===== src/rtl/l1_mshr_miss_ctrl.sv =====
// Non-blocking L1 miss controller: N_MSHR outstanding-miss entries, secondary-miss merging,
// dirty-victim writeback ahead of the line read, tagged L2 requests and out-of-order fills.
module l1_mshr_miss_ctrl #(
  parameter int LINE_W     = 26,
  parameter int N_MSHR     = 4,
  parameter int MERGE_W    = 2,
  parameter int L2_CLK_DIV = 1,
  localparam int ID_W      = $clog2(N_MSHR)
) (
  input  logic               clock,
  input  logic               reset,
  input  logic               miss_valid,
  input  logic [LINE_W-1:0]  miss_line,
  input  logic               miss_dirty,
  input  logic [LINE_W-1:0]  miss_victim,
  output logic               miss_ready,
  output logic               proc_stall,
  output logic               wb_rd_en,
  output logic               l2_req_valid,
  output logic               l2_req_rw,
  output logic [LINE_W-1:0]  l2_req_line,
  output logic [ID_W-1:0]    l2_req_id,
  input  logic               l2_stall,
  input  logic               l2_resp_valid,
  input  logic [ID_W-1:0]    l2_resp_id,
  output logic               fill_valid,
  output logic [LINE_W-1:0]  fill_line,
  output logic [ID_W-1:0]    fill_id,
  output logic [MERGE_W-1:0] fill_merges,
  input  logic               fill_ready,
  output logic [ID_W:0]      mshr_count,
  output logic               protocol_err
);

  localparam int HOLD_CYC = 2 * L2_CLK_DIV;
  localparam int HOLD_W   = $clog2(HOLD_CYC + 1);
  localparam logic [HOLD_W-1:0] HOLD_LAST = HOLD_W'(HOLD_CYC - 1);
  localparam logic [ID_W:0] CNT_ONE = (ID_W + 1)'(1);

  typedef enum logic [1:0] {E_FREE, E_PENDING, E_ISSUED, E_DONE} entry_state_t;
  typedef enum logic [1:0] {S_IDLE, S_WB_HOLD, S_WB_REQ, S_RD_REQ} issue_state_t;

  entry_state_t               ent_state  [N_MSHR];
  logic [LINE_W-1:0]          ent_line   [N_MSHR];
  logic [LINE_W-1:0]          ent_victim [N_MSHR];
  logic                       ent_wb     [N_MSHR];
  logic [MERGE_W-1:0]         ent_merges [N_MSHR];

  issue_state_t               iss_state;
  logic [ID_W-1:0]            cur_id;
  logic [HOLD_W-1:0]          hold_cnt;
  logic                       fill_lock;
  logic [ID_W-1:0]            fill_sel;

  logic                       hit_found, free_found, pend_found, done_found;
  logic [ID_W-1:0]            hit_idx, free_idx, pend_idx, done_idx;
  logic                       fill_hs, merge_ok, do_merge, do_alloc, rd_accept, wb_accept;

  // Lowest-index search: iterating downward lets the lowest match win.
  always_comb begin
    hit_found  = 1'b0;
    hit_idx    = '0;
    free_found = 1'b0;
    free_idx   = '0;
    pend_found = 1'b0;
    pend_idx   = '0;
    done_found = 1'b0;
    done_idx   = '0;
    for (int i = N_MSHR - 1; i >= 0; i--) begin
      if (ent_state[i] != E_FREE && ent_line[i] == miss_line) begin
        hit_found = 1'b1;
        hit_idx   = ID_W'(i);
      end
      if (ent_state[i] == E_FREE) begin
        free_found = 1'b1;
        free_idx   = ID_W'(i);
      end
      if (ent_state[i] == E_PENDING) begin
        pend_found = 1'b1;
        pend_idx   = ID_W'(i);
      end
      if (ent_state[i] == E_DONE) begin
        done_found = 1'b1;
        done_idx   = ID_W'(i);
      end
    end
  end

  // A fill once offered stays on the same entry until L1 takes it.
  always_comb begin
    fill_valid  = fill_lock | done_found;
    fill_id     = fill_lock ? fill_sel : done_idx;
    fill_line   = ent_line[fill_id];
    fill_merges = ent_merges[fill_id];
    fill_hs     = fill_valid & fill_ready;
    merge_ok    = hit_found && (ent_merges[hit_idx] != '1) && !(fill_hs && fill_id == hit_idx);
    miss_ready  = ~reset & (hit_found ? merge_ok : free_found);
    proc_stall  = miss_valid & ~miss_ready;
    do_merge    = miss_valid & miss_ready & hit_found;
    do_alloc    = miss_valid & miss_ready & ~hit_found;
    rd_accept   = (iss_state == S_RD_REQ) & ~l2_stall;
    wb_accept   = (iss_state == S_WB_REQ) & ~l2_stall;
  end

  always_ff @(posedge clock or posedge reset) begin
    if (reset) begin
      for (int i = 0; i < N_MSHR; i++) begin
        ent_state[i]  <= E_FREE;
        ent_line[i]   <= '0;
        ent_victim[i] <= '0;
        ent_wb[i]     <= 1'b0;
        ent_merges[i] <= '0;
      end
      mshr_count   <= '0;
      protocol_err <= 1'b0;
      fill_lock    <= 1'b0;
      fill_sel     <= '0;
    end else begin
      if (l2_resp_valid) begin
        if (ent_state[l2_resp_id] == E_ISSUED) ent_state[l2_resp_id] <= E_DONE;
        else protocol_err <= 1'b1;
      end
      if (rd_accept) ent_state[cur_id] <= E_ISSUED;
      if (wb_accept) ent_wb[cur_id] <= 1'b0;
      if (fill_hs) ent_state[fill_id] <= E_FREE;
      if (do_merge) ent_merges[hit_idx] <= ent_merges[hit_idx] + MERGE_W'(1);
      if (do_alloc) begin
        ent_state[free_idx]  <= E_PENDING;
        ent_line[free_idx]   <= miss_line;
        ent_victim[free_idx] <= miss_victim;
        ent_wb[free_idx]     <= miss_dirty;
        ent_merges[free_idx] <= '0;
      end
      if (do_alloc && !fill_hs) mshr_count <= mshr_count + CNT_ONE;
      else if (!do_alloc && fill_hs) mshr_count <= mshr_count - CNT_ONE;
      fill_lock <= fill_valid & ~fill_ready;
      fill_sel  <= fill_id;
    end
  end

  // Issue FSM: one L2 request in flight, request fields held while L2 stalls.
  always_ff @(posedge clock or posedge reset) begin
    if (reset) begin
      iss_state    <= S_IDLE;
      cur_id       <= '0;
      hold_cnt     <= '0;
      wb_rd_en     <= 1'b0;
      l2_req_valid <= 1'b0;
      l2_req_rw    <= 1'b0;
      l2_req_line  <= '0;
      l2_req_id    <= '0;
    end else begin
      case (iss_state)
        S_IDLE: begin
          if (pend_found) begin
            cur_id    <= pend_idx;
            l2_req_id <= pend_idx;
            if (ent_wb[pend_idx]) begin
              iss_state <= S_WB_HOLD;
              hold_cnt  <= '0;
              wb_rd_en  <= 1'b1;
            end else begin
              iss_state    <= S_RD_REQ;
              l2_req_valid <= 1'b1;
              l2_req_rw    <= 1'b0;
              l2_req_line  <= ent_line[pend_idx];
            end
          end
        end
        S_WB_HOLD: begin
          if (hold_cnt == HOLD_LAST) begin
            iss_state    <= S_WB_REQ;
            wb_rd_en     <= 1'b0;
            l2_req_valid <= 1'b1;
            l2_req_rw    <= 1'b1;
            l2_req_line  <= ent_victim[cur_id];
          end else begin
            hold_cnt <= hold_cnt + HOLD_W'(1);
          end
        end
        S_WB_REQ: begin
          if (!l2_stall) begin
            iss_state   <= S_RD_REQ;
            l2_req_rw   <= 1'b0;
            l2_req_line <= ent_line[cur_id];
          end
        end
        S_RD_REQ: begin
          if (!l2_stall) begin
            iss_state    <= S_IDLE;
            l2_req_valid <= 1'b0;
            l2_req_line  <= '0;
          end
        end
        default: iss_state <= S_IDLE;
      endcase
    end
  end

endmodule


===== config.mk =====
export PLATFORM = sky130hd
export DESIGN_NAME = l1_mshr_miss_ctrl
export DESIGN_NICKNAME = d
export VERILOG_FILES = /design/src/rtl/l1_mshr_miss_ctrl.sv
export SDC_FILE = /design/constraint.sdc
export NUM_CORES = 1
export LEC_CHECK = 0
export BUFFER_PORTS_ARGS = -buffer_cell sky130_fd_sc_hd__buf_4
export CELL_PAD_IN_SITES_DETAIL_PLACEMENT = 2
export CELL_PAD_IN_SITES_GLOBAL_PLACEMENT = 2
export CORE_MARGIN = 1
export CORE_UTILIZATION = 45
export CTS_CLUSTER_DIAMETER = 100
export DETAILED_ROUTE_END_ITERATION = 16
export GPL_TIMING_DRIVEN = 1
export PLACE_DENSITY = 0.86
export SETUP_SLACK_MARGIN = 0.4
export SLEW_MARGIN = 20
export SYNTH_ARGS = -nofsm -noshare
export SYNTH_HDL_FRONTEND = slang
export SYNTH_SLANG_ARGS = --single-unit

===== constraint.sdc =====
create_clock -name clock -period 19.5 [get_ports clock]
set_input_delay 0.975 -clock clock [delete_from_list [all_inputs] [get_ports clock]]
set_output_delay 0.975 -clock clock [all_outputs]
set_load 0.05 [all_outputs]

# After elaboration in Yosys (flattened, before gate mapping)
# Index checks and enable logic that the tools add are counted.
# classes
n_addsub	4
magnitude_cmp	11
eq_ne	26
n_mux	117
bitwise_logic	35
n_reduce_logical	38
# op_table
operator	n
$mux W26	14
$bmux W26 S2	4
$bwmux W104	2
$eq A26 B26 Y1	4
$pmux W26 S4	1
$mux W2	36
$mux W8	7
$demux W26 S2	1
$mux W1	30
$demux W2 S2	5
$ge A3 B3 Y1 const B	6
$not A2 Y3	6
$and A8 B8 Y8	2
$ne A2 B2 Y1 const B	8
$not A8 Y8	2
$lt A3 B1 Y1 const B	5
$reduce_and A5 Y1	3
$eq A2 B2 Y1 const B	7
$logic_and A1 B1 Y1	14
$and A4 B4 Y4	3
$bmux W2 S2	3
$eq A2 B1 Y1 const B	6
$not A4 Y4	3
$reduce_and A4 Y1	3
other kinds (24)	56
# word_totals
ff_bits	270
in_bits	61
out_inout_bits	68
word_cells	262

# Logic depth before layout (Yosys ltp)
# Gate-level depths: netlist of the first run.
# logic_depth
depth_word	21
depth_mapped	15
depth_no_buf	13

# Worst setup path before layout of the first run
# No wires, ideal clock.
# synth_timing
path_kind	input -> register
startpoint	input reset
endpoint	register ent_victim[26] in the netlist's numbering
setup_time_ps	125
t_arrival_ps	9762
t_required_ps	19375
setup_slack_ps	9613
path_stages	5
n_path_buf	1
cell_sequence	inv_1 > nand2_1 > nor4b_1 > clkbuf_1 > mux2_2
# synth_via
elab_chain_len	4
# synth_lines
item	line_no	rtl
start, declared	11	input logic reset,
$not A1 Y1	97	miss_ready = ~reset & (hit_found ? merge_ok : free_found);
$and A1 B1 Y1	97	
$and A1 B1 Y1 (2 in series)	100	do_alloc = miss_valid & miss_ready & ~hit_found;
end signal, assigned by index	130	ent_victim[free_idx] <= miss_victim;
end, declared	45	logic [LINE_W-1:0] ent_victim [N_MSHR];
# No other way between the ends.
# A chain may end at the register's enable or synchronous reset.

# Worst setup path in the final report of the first run
# layout_timing
startpoint	input miss_line[2]
endpoint	output miss_ready
# layout_via
elab_chain_len	15
word_cells_on_any_way	28
classes_between	eq/ne (6); mux (12); bitwise (2); reduce/logical (8)
# layout_lines
item	line_no	rtl
start, declared	13	input logic [LINE_W-1:0] miss_line,
$eq A26 B26 Y1	70	if (ent_state[i] != E_FREE && ent_line[i] == miss_line) begin
$logic_and A1 B1 Y1	70	
$mux W2 (4 in series)	70	
$not A2 Y3 (not written as such)	96	merge_ok = hit_found && (ent_merges[hit_idx] != '1) && !(fill_hs && fill_id == hit_idx);
$bmux W2 S2	96	
$mux W2 (not written as such) (2 in series)	96	
$ne A2 B2 Y1	96	
$logic_and A1 B1 Y1 (2 in series)	96	
$mux W1 *	97	
$and A1 B1 Y1 *	97	
end, declared	16	output logic miss_ready,
# Mark *: on every way between the ends. The rest lies on a longest branch, timed or not. The select of a mux whose other input is x is not followed.

==> impl_metrics.toml, run 1 <==
[status]
outcome = "finished clean"

[global_route]
met2_usage_pct = 54.3
grt-ovfl-total = 0
grt_start_max_net_pins = 145
grt_first_pass_wirelength_um = 84100
grt_pass1_vias = 12713
grt_util_all_layers_pct = 32.2
grt-busiest-layer = "met2"
grt_use_met3_pct = 4.46
antenna_found_initial = 4
gr-usage-met1_pct = 42.2

[yosys]
synth_cell_types = 59
synth_area_per_cell_um2 = 12.7
synth_edf_count = 0
ys_ff_latch = 270
syn-num-nets = 1277
synth-xor-area-share_pct = 6.33
synth_ff_type = "dfrtp_1"
synthArstFlopShare_pct = 100
seq_area_frac_synth_pct = 44.0
yosys.area_share.simple_pct = 8.01
synth_compound_gate_area_share_pct = 6.04
postSynthCellCount = 1206
ys_warn_count = 0
synth.area.mux_share_pct = 31.6
yosys.area_share.adder_pct = 0.864
syn_area_um2 = 15300
synth_top_family_by_area = "multiplexers"

[placed_design]
io_buffer_count = 128
dp_hpwl_um = 35700
finalWeightedCongestion = 0.930

[route]
drc = 0
drtIter0Drc = 872
drt_wl_total_um = 56000
drt-wirelength-per-cell_um = 31.7
drt_first_pass_iters = 5
vias = 11382
via_per_inst = 6.45
ant_nets = 0

[timing]
worst_hold_slack_ps = 458
clock.fmax_mhz = 179
slew_viol_final = 0
setup_violations = 0
tightest_slew_ps = 1070
finalSetupTns_ps = 0
period_needed_ps = 5600
skew_ps = 32.3
finalHoldViolations = 0
fin_crit_sh_pct = 28.7
slew_headroom_pct = 27.7
rsz0062_at_grt = "no"

[worst_setup_path]
critPathTopFamily = "simple AND/OR/NAND/NOR gates"
start_kind = "input port"
slowest_stage = "nor4b_1"
critPathMaxStageDelay_ps = 550
crit_top_cell = "buf_4"
critPathKind = "input port to output port"
worst_setup_path_end_kind = "output port"
cp_max_fo = 11
worstPathCellList = "buf_4 -> xnor2_1 -> nor4b_1 -> nand4_1 -> nor4b_1 -> buf_4 -> and4b_1 -> a211oi_1 -> nand2_1 -> ha_1 -> a211oi_1 -> o21a_1 -> buf_4"
crit_buf_inv = 3
arrival_ps = 4620
worstPathRequired_ps = 18530

[floorplan]
coreArea_um2 = 33500
rows = 67
pin_count = 129
dieWidth_um = 187
die_y_um = 187
initial_core_util_pct = 45.8
dieArea_um2 = 34900

[clock_network]
clk_pin_slew_ps = 70
cts_resized = 0
clockRootBuffer = "clkbuf_16"
clock_latency_ps = 540
numClockSinks = 270
cts_buffers = 34
cts_max_level = 2
clock_path_buffers = 3
cts_tree = "yes"
cts_hold_buf = 0
postCtsSetupRepairBufs = 0

[finish]
layout_common_cells = "dfrtp_1, mux2_2, buf_4"
drive_gt1_share_pct = 40.7
nets = 1362
area_delta_synth_final_pct = 15.8
final_common_cell = "dfrtp_1"

[power]
powerDensity_nw_per_um2 = 221
p_leak_nw = 7.37
ir_drop_mv = 0.198

[job]
cap_violations = 0

[worst_hold_path]
min_path_type = "input port to async pin"
[cell type report]
type                    instances  area, um2
multi-input cells             824       8170
inverters                      16       67.6
repair buffers                145       1110
flip-flops and latches        270       6760
fillers                      3171      15800
well taps                     448        561
clock inverters                10        106
clock buffers                  48        985
diodes                          3       7.51
[metrics by stage]
step                      power, mW  worst slack (ps)  utilization (%)  cells  cell area [um2]
final                          3.93             13900             53.0   1764            17800
after global routing           4.08             13630             53.0   1764            17800
after CTS                      3.92             14030             52.9   1760            17700
after detailed placement       3.22             14050             49.6   1702            16600
after global placement         3.10             14140             49.6   1702            16600
after floorplan                2.51              9610                -   1206            15300
[power breakdown]
group,internal [mW],leakage [nW],total [mW],switching (mW)
logic,0.885,3.49,2.18,1.29
clock network,0.367,0.536,0.627,0.260
registers,0.820,3.34,1.13,0.311
[registers in the layout, summed over array words and instances (netlist names)]
| register | cells |
|---|---|
| cur_id | 2 |
| l2_req_valid | 1 |
| ent_wb | 4 |
| iss_state | 2 |
| fill_sel | 2 |
| wb_rd_en | 1 |
| fill_lock | 1 |
| ent_victim | 104 |
| mshr_count | 3 |
| l2_req_line | 26 |
| l2_req_rw | 1 |
| ent_state | 8 |
| protocol_err | 1 |
| ent_merges | 8 |
| hold_cnt | 2 |
| ent_line | 104 |
[worst paths after layout]
check	from	endpoint	slack (ps)	depth (start not counted)
min	reset	ent_merges[3]	460	2
max	miss_line[2]	miss_ready	13900	13
max reg2reg	ent_state[0]	ent_line[13]	14910	8
min reg2reg	mshr_count[2]	mshr_count[2]	470	1
min in group clock	mshr_count[2]	mshr_count[2]	470	1
max in group asynchronous	reset	ent_line[10]	17190	4
[cell families after synthesis]
| logic type | Yosys count |
|---|---|
| multiplexers | 325 |
| flip-flops | 270 |
| AND/OR/NAND/NOR | 236 |
| AO/OA/AOI/OAI | 143 |
| buffers and inverters | 112 |
| XOR/XNOR | 110 |
| adder cells (fa/ha/maj) | 10 |
[layer usage]
metal	share of wire, %	vias up
met1	40	6145
met4	3.5	0
met3	5.3	112
met5	0	-
met2	51	426
li1	-	4699
[cell usage after synthesis (4+ instances only)]
master      n  area [um2]
dfrtp_1   270        6760
nand2_1    68         255
a211oi_1    5        37.5
mux2i_1     8        80.1
inv_1      15        56.3
nor3_1      8        40.0
or4_1       6        45.0
nor4_1     30         188
nor4b_1     7        61.3
a31oi_1     4        25.0
nor2_1     50         188
o21ai_0    38         190
a21oi_1    43         215
nand2b_1   17         106
mux2_2    208        2340
xor2_1     61         534
nand3_1     9        45.0
clkbuf_1   48         180
nand4_1    25         156
a22oi_1    27         203
mux4_2    107        2410
buf_1       9        33.8
xnor2_1    48         420
buf_2      38         190
ha_1        9         113
Power figures use the tool's default switching activity.
==> inputs of run 2 (changes only) <==
--- a/config.mk
+++ b/config.mk
@@ -9,11 +9,11 @@
 export CELL_PAD_IN_SITES_DETAIL_PLACEMENT = 2
 export CELL_PAD_IN_SITES_GLOBAL_PLACEMENT = 2
 export CORE_MARGIN = 1
-export CORE_UTILIZATION = 45
+export CORE_UTILIZATION = 38
 export CTS_CLUSTER_DIAMETER = 100
 export DETAILED_ROUTE_END_ITERATION = 16
 export GPL_TIMING_DRIVEN = 1
-export PLACE_DENSITY = 0.86
+export PLACE_DENSITY = 0.78
 export SETUP_SLACK_MARGIN = 0.4
 export SLEW_MARGIN = 20
 export SYNTH_ARGS = -nofsm -noshare
==> constraint.sdc (replaced) <==
create_clock -name clock -period 4.6 [get_ports clock]
set_input_delay 0.23 -clock clock [delete_from_list [all_inputs] [get_ports clock]]
set_output_delay 0.23 -clock clock [all_outputs]
set_load 0.05 [all_outputs]
==> run 2 against run 1 <==
Compared with the run above:
- via count fell by 0.44%
- first-iteration DRC count shrank 3.6%
- count of clock-buffer cells in the layout grew 3
- final cell count up 7.9%
- sequential power rose to 4.2 times the previous value
- flip-flop and latch count unchanged
- non-clock buffer count grew 67
- register-to-register slack got worse by 14000 ps
- final area rose by 4.8%
- setup slack worse by 14000 ps
- sequential share of layout area decreased by 1.7 points
- clock power rose to 4.1 times the previous value
- critical path type is now flip-flop to output port
==> impl_metrics.toml, run 2 (same netlist as run 1, synthesis figures left out) <==
[worst_setup_path]
start_kind = "flip-flop"
worst_setup_path_end_kind = "output port"
worstPathRequired_ps = 4370
critPathKind = "flip-flop to output port"
arrival_ps = 4010
cp_max_fo = 11

[timing]
tightest_slew_ps = 1130
rsz0062_at_grt = "no"
finalSetupTns_ps = 0
clock.fmax_mhz = 236
slew_headroom_pct = 25.0
period_needed_ps = 4240
finalHoldViolations = 0
fin_crit_sh_pct = 92.2
slew_viol_final = 0
setup_violations = 0
worst_slack_ps = 359
skew_ps = 27.8

[floorplan]
dieWidth_um = 203
die_y_um = 203
rows = 73
dieArea_um2 = 41200
coreArea_um2 = 39800
pin_count = 129
initial_core_util_pct = 38.5

[route]
drt_first_pass_iters = 5
ant_nets = 0
vias = 11332
drt-wirelength-per-cell_um = 28.6
drt_wl_total_um = 54400
drc = 0
drtIter0Drc = 841
via_per_inst = 5.95

[global_route]
grt_use_met3_pct = 3.98
grt_first_pass_wirelength_um = 83100
antenna_found_initial = 1
met2_usage_pct = 44.9
grt_pass1_vias = 12674
grt-busiest-layer = "met2"
grt_util_all_layers_pct = 26.9
gr-usage-met1_pct = 36.0
grt-ovfl-total = 0
grt_start_max_net_pins = 71

[placed_design]
dp.cells = 1790
detailed_place.area_um2 = 16900
place_ws_ps = 302
finalWeightedCongestion = 0.969
dp_hpwl_um = 36000
io_buffer_count = 128

[finish]
reg_top3 = "ent_line (104), ent_victim (104), l2_req_line (26)"
nets = 1429
num-fill-cells = 3875
final_common_cell = "dfrtp_1"
drive_gt1_share_pct = 41.2
area_delta_synth_final_pct = 21.3
layout_common_cells = "dfrtp_1, mux2_2, buf_4"
final_cells = 1904
final_core_util_pct = 46.7
stdcell_area_um2 = 18600

[clock_network]
cts_tree = "yes"
numClockSinks = 270
clockRootBuffer = "clkbuf_16"
clk_pin_slew_ps = 60
clock_latency_ps = 570
clock_path_buffers = 3
cts_max_level = 2
cts_buffers = 34

[power]
power_frac_comb_pct = 55.7
powerDensity_nw_per_um2 = 888
ir_drop_mv = 0.422
switching_share_pct = 46.8
p_leak_nw = 7.67
p_int_mw = 8.78
pwr-share-clk_pct = 15.4
switching_power_mw = 7.74
seq_power_share_pct = 29.0

[job]
cap_violations = 0

[status]
outcome = "finished clean"

[worst_hold_path]
min_path_type = "input port to flip-flop"
run 2: changes by cell type in the layout (fill, tap and decap cells not counted), moves of 3 or more:
| cell | change |
|---|---|
| clkinv_2 | -3 |
| clkbuf_1 | +5 |
| nor4_1 | -3 |
| buf_4 | +10 |
| buf_12 | +3 |
| dfrtp_1 | -7 |
| dlygate4sd3_1 | +53 |
| dfrtp_2 | +7 |
| nor4b_1 | -4 |
run 2: cell type report:
type                    count  area [um2]  area share [%]
well taps                 525         657            3.53
clock buffers              51         965            5.18
clock inverters             5        53.8           0.289
inverters                  16        63.8           0.343
multi-input cells         824        8330            44.8
repair buffers            212        1770            9.50
flip-flops and latches    270        6770            36.4
diodes                      1        2.50          0.0134
run 2: critical path: stages (launching register included):
cell and delay (ps):
dfrtp_1 430, xor2_1 210, nor4_1 390, nand4_1 250, nor4b_4 390, buf_6 210, and4b_2 270, a211oi_4 330
nand2_1 170, ha_4 230, a211oi_4 240, o21a_1 170, buf_6 160
run 2: metal layers:
layer | up-vias | part of all wire (%)
met4 | 0 | 2.9
met2 | 304 | 50
met3 | 95 | 4.2
met1 | 6125 | 43
met5 | - | 0
li1 | 4808 | -
run 2: stage by stage:
stage	power, mW	hold slack, ps
floorplan	10.6	293
global placement	13.3	341
detailed placement	13.8	362
CTS	16.5	2.59
global route	17.3	13.6
finish	16.5	21.2
run 2: what timing repair did:
action                     CTS  global route
hold buffers                53             0
setup endpoints to repair    4             2
resized for setup           17            15
setup buffers                1             3
pin swaps                    3             9
hold endpoints to repair   207             0
run 2: power by group through the flow:
stage          Clock (mW)  Sequential (mW)  Combinational, mW
2_1_floorplan           0             4.57               6.07
3_3_place_gp            0             4.60               8.73
3_5_place_dp            0             4.77               8.99
4_1_cts              2.61             4.76               9.15
5_1_grt              2.69             4.95               9.64
6_report             2.54             4.78               9.19
run 2: worst paths after layout:
check | start | end | slack [ps] | cells past startpoint
worst max-delay path | ent_line[77] | miss_ready | 360 | 12
max in group asynchronous | reset | ent_line[71] | 2160 | 5
worst min register to register | l2_req_line[7] | l2_req_line[7] | 480 | 2
worst min-delay path | miss_line[13] | ent_line[13] | 20 | 2
worst max register to register | ent_line[81] | ent_victim[83] | 730 | 9
min in group asynchronous | reset | ent_victim[73] | 320 | 3
==> inputs of run 3 (changes only) <==
--- a/config.mk
+++ b/config.mk
@@ -9,13 +9,14 @@
 export CELL_PAD_IN_SITES_DETAIL_PLACEMENT = 2
 export CELL_PAD_IN_SITES_GLOBAL_PLACEMENT = 2
 export CORE_MARGIN = 1
-export CORE_UTILIZATION = 38
+export CORE_UTILIZATION = 45
 export CTS_CLUSTER_DIAMETER = 100
 export DETAILED_ROUTE_END_ITERATION = 16
 export GPL_TIMING_DRIVEN = 1
-export PLACE_DENSITY = 0.78
+export PLACE_DENSITY = 0.86
 export SETUP_SLACK_MARGIN = 0.4
 export SLEW_MARGIN = 20
 export SYNTH_ARGS = -nofsm -noshare
 export SYNTH_HDL_FRONTEND = slang
 export SYNTH_SLANG_ARGS = --single-unit
+export TNS_END_PERCENT = 100
==> constraint.sdc (replaced) <==
create_clock -name clock -period 5.4 [get_ports clock]
set_input_delay 0.27 -clock clock [delete_from_list [all_inputs] [get_ports clock]]
set_output_delay 0.27 -clock clock [all_outputs]
set_load 0.05 [all_outputs]
==> run 3 against run 2 <==
Compared with the run above:
- largest power group unchanged
- power is 14% lower
- largest cell class unchanged
- sequential power is 13% lower
- via count is 2.9% higher
- the flow now finishes with violations (hold timing)
- final cell count is 5.8% lower
- final area is 3.4% lower
- setup slack better by 250 ps
- sequential share of layout area is 1.2 points higher
- wire length is 7.8% higher
- non-clock buffer count is 35 lower
- critical path depth is 1 lower
- global-route usage is 6.8 points higher
- first-iteration DRC count is 1.7% lower
==> impl_metrics.toml, run 3 (same netlist as run 1, synthesis figures left out) <==
[worst_setup_path]
worst_setup_path_end_kind = "output port"
worstPathCellList = "xnor2_1 -> nand4_1 -> nor4b_1 -> nand4b_2 -> and4b_1 -> a211oi_1 -> nand2_1 -> ha_1 -> a211oi_1 -> o21a_1 -> buf_4"
slowest_stage = "a211oi_1"
start_kind = "flip-flop"
arrival_ps = 4520
worstPathRequired_ps = 5130
critPathMaxStageDelay_ps = 590
crit_top_cell = "a211oi_1"
cp_max_fo = 9
critPathTopFamily = "simple AND/OR/NAND/NOR gates"
critPathKind = "flip-flop to output port"
crit_buf_inv = 1

[job]
cap_violations = 0

[finish]
final_cells = 1793
final_common_cell = "dfrtp_1"
drive_gt1_share_pct = 40.1
layout_common_cells = "dfrtp_1, mux2_2, buf_4"
nets = 1391
register_area_um2 = 6760
area_delta_synth_final_pct = 17.2
num-fill-cells = 3121
reg_top3 = "ent_line (104), ent_victim (104), l2_req_line (26)"
multi_input_area_um2 = 8200

[floorplan]
dieWidth_um = 187
pin_count = 129
initial_core_util_pct = 45.8
rows = 67
coreArea_um2 = 33500
die_y_um = 187
dieArea_um2 = 34900

[timing]
setup_violations = 0
worst_slack_ps = 610
worst_hold_slack_ps = -38.0
rsz0062_at_grt = "no"
skew_ps = 31.5
tightest_slew_ps = 1100
period_needed_ps = 4790
finalHoldViolations = 33
fin_crit_sh_pct = 88.7
slew_viol_final = 0
slew_headroom_pct = 26.7
clock.fmax_mhz = 209

[clock_network]
cts_buffers = 31
clock_latency_ps = 580
clockRootBuffer = "clkbuf_16"
clock_path_buffers = 3
cts_hold_buf = 29
clk_pin_slew_ps = 60
cts_max_level = 1
numClockSinks = 270
postCtsSetupRepairBufs = 0
cts_tree = "yes"
cts_resized = 0

[placed_design]
dp_hpwl_um = 36700
finalWeightedCongestion = 0.997
io_buffer_count = 128
place_ws_ps = 1280
dp.cells = 1706

[global_route]
grt_util_all_layers_pct = 33.7
grt_pass1_vias = 13050
grt_start_max_net_pins = 80
grt_first_pass_wirelength_um = 87700
grt-ovfl-total = 0
antenna_found_initial = 4

[route]
drc = 0
drtIter0Drc = 827
via_per_inst = 6.50
drt-wirelength-per-cell_um = 32.7
drt_wl_total_um = 58700
ant_nets = 0
vias = 11658
drt_first_pass_iters = 5

[power]
powerDensity_nw_per_um2 = 789
pwr-share-clk_pct = 14.8
ir_drop_mv = 0.693
p_leak_nw = 7.46
switching_share_pct = 47.9
switching_power_mw = 6.80
power_frac_comb_pct = 55.7
p_int_mw = 7.39
seq_power_share_pct = 29.4

[status]
violations = "hold timing"
outcome = "finished with violations"

[worst_hold_path]
min_path_type = "input port to async pin"
[run 3: area by class of cell]
class | instances | area share, %
Multi-Input combinational cell | 824 | 45.6
Clock buffer | 43 | 4.84
Inverter | 16 | 0.355
Antenna cell | 4 | 0.0557
Sequential cell | 270 | 37.6
Timing Repair Buffer | 177 | 7.88
Tap cell | 448 | 3.12
Clock inverter | 11 | 0.584
[run 3: worst paths after layout]
check / from / endpoint / slack (ps) / depth (start not counted)
min: reset / mshr_count[0] / -40 / 3
min in group clock: miss_line[24] / ent_line[102] / 20 / 2
max reg2reg: ent_line[40] / ent_merges[2] / 1230 / 12
max: ent_line[40] / miss_ready / 610 / 11
max in group asynchronous: reset / ent_line[63] / 3100 / 5
min reg2reg: protocol_err / protocol_err / 480 / 1
[run 3: worst min-delay path, delay by kind of cell]
kind	cells	cell delay (ps)
buf+inv	3	770
[run 3: per-layer routing]
layer  wire length (um)  global-route usage, %
met1              22800                   41.9
met2              29900                   58.9
met3               3310                   5.53
met4               2450                   12.0
met5                151                   2.75
[run 3: power by group through the flow]
stage | clock (mW) | sequential (mW) | combinational, mW
CTS | 2.12 | 4.12 | 7.83
global placement | 0 | 3.89 | 7.33
global route | 2.20 | 4.29 | 8.27
finish | 2.10 | 4.18 | 7.91
detailed placement | 0 | 4.09 | 7.64
floorplan | 0 | 3.89 | 5.17
[run 3: per-stage QoR]
stage               util, %  total power, mW  setup TNS [ps]  instance area (um2)  hold WS [ps]
CTS                    53.6             14.1               0                18000          18.0
detailed placement     49.8             11.7               0                16700           457
global placement       49.8             11.2               0                16700           455
finish                 53.6             14.2               0                18000         -38.0
floorplan                 -             9.06          -93950                15400           333
global route           53.6             14.8               0                18000          19.5
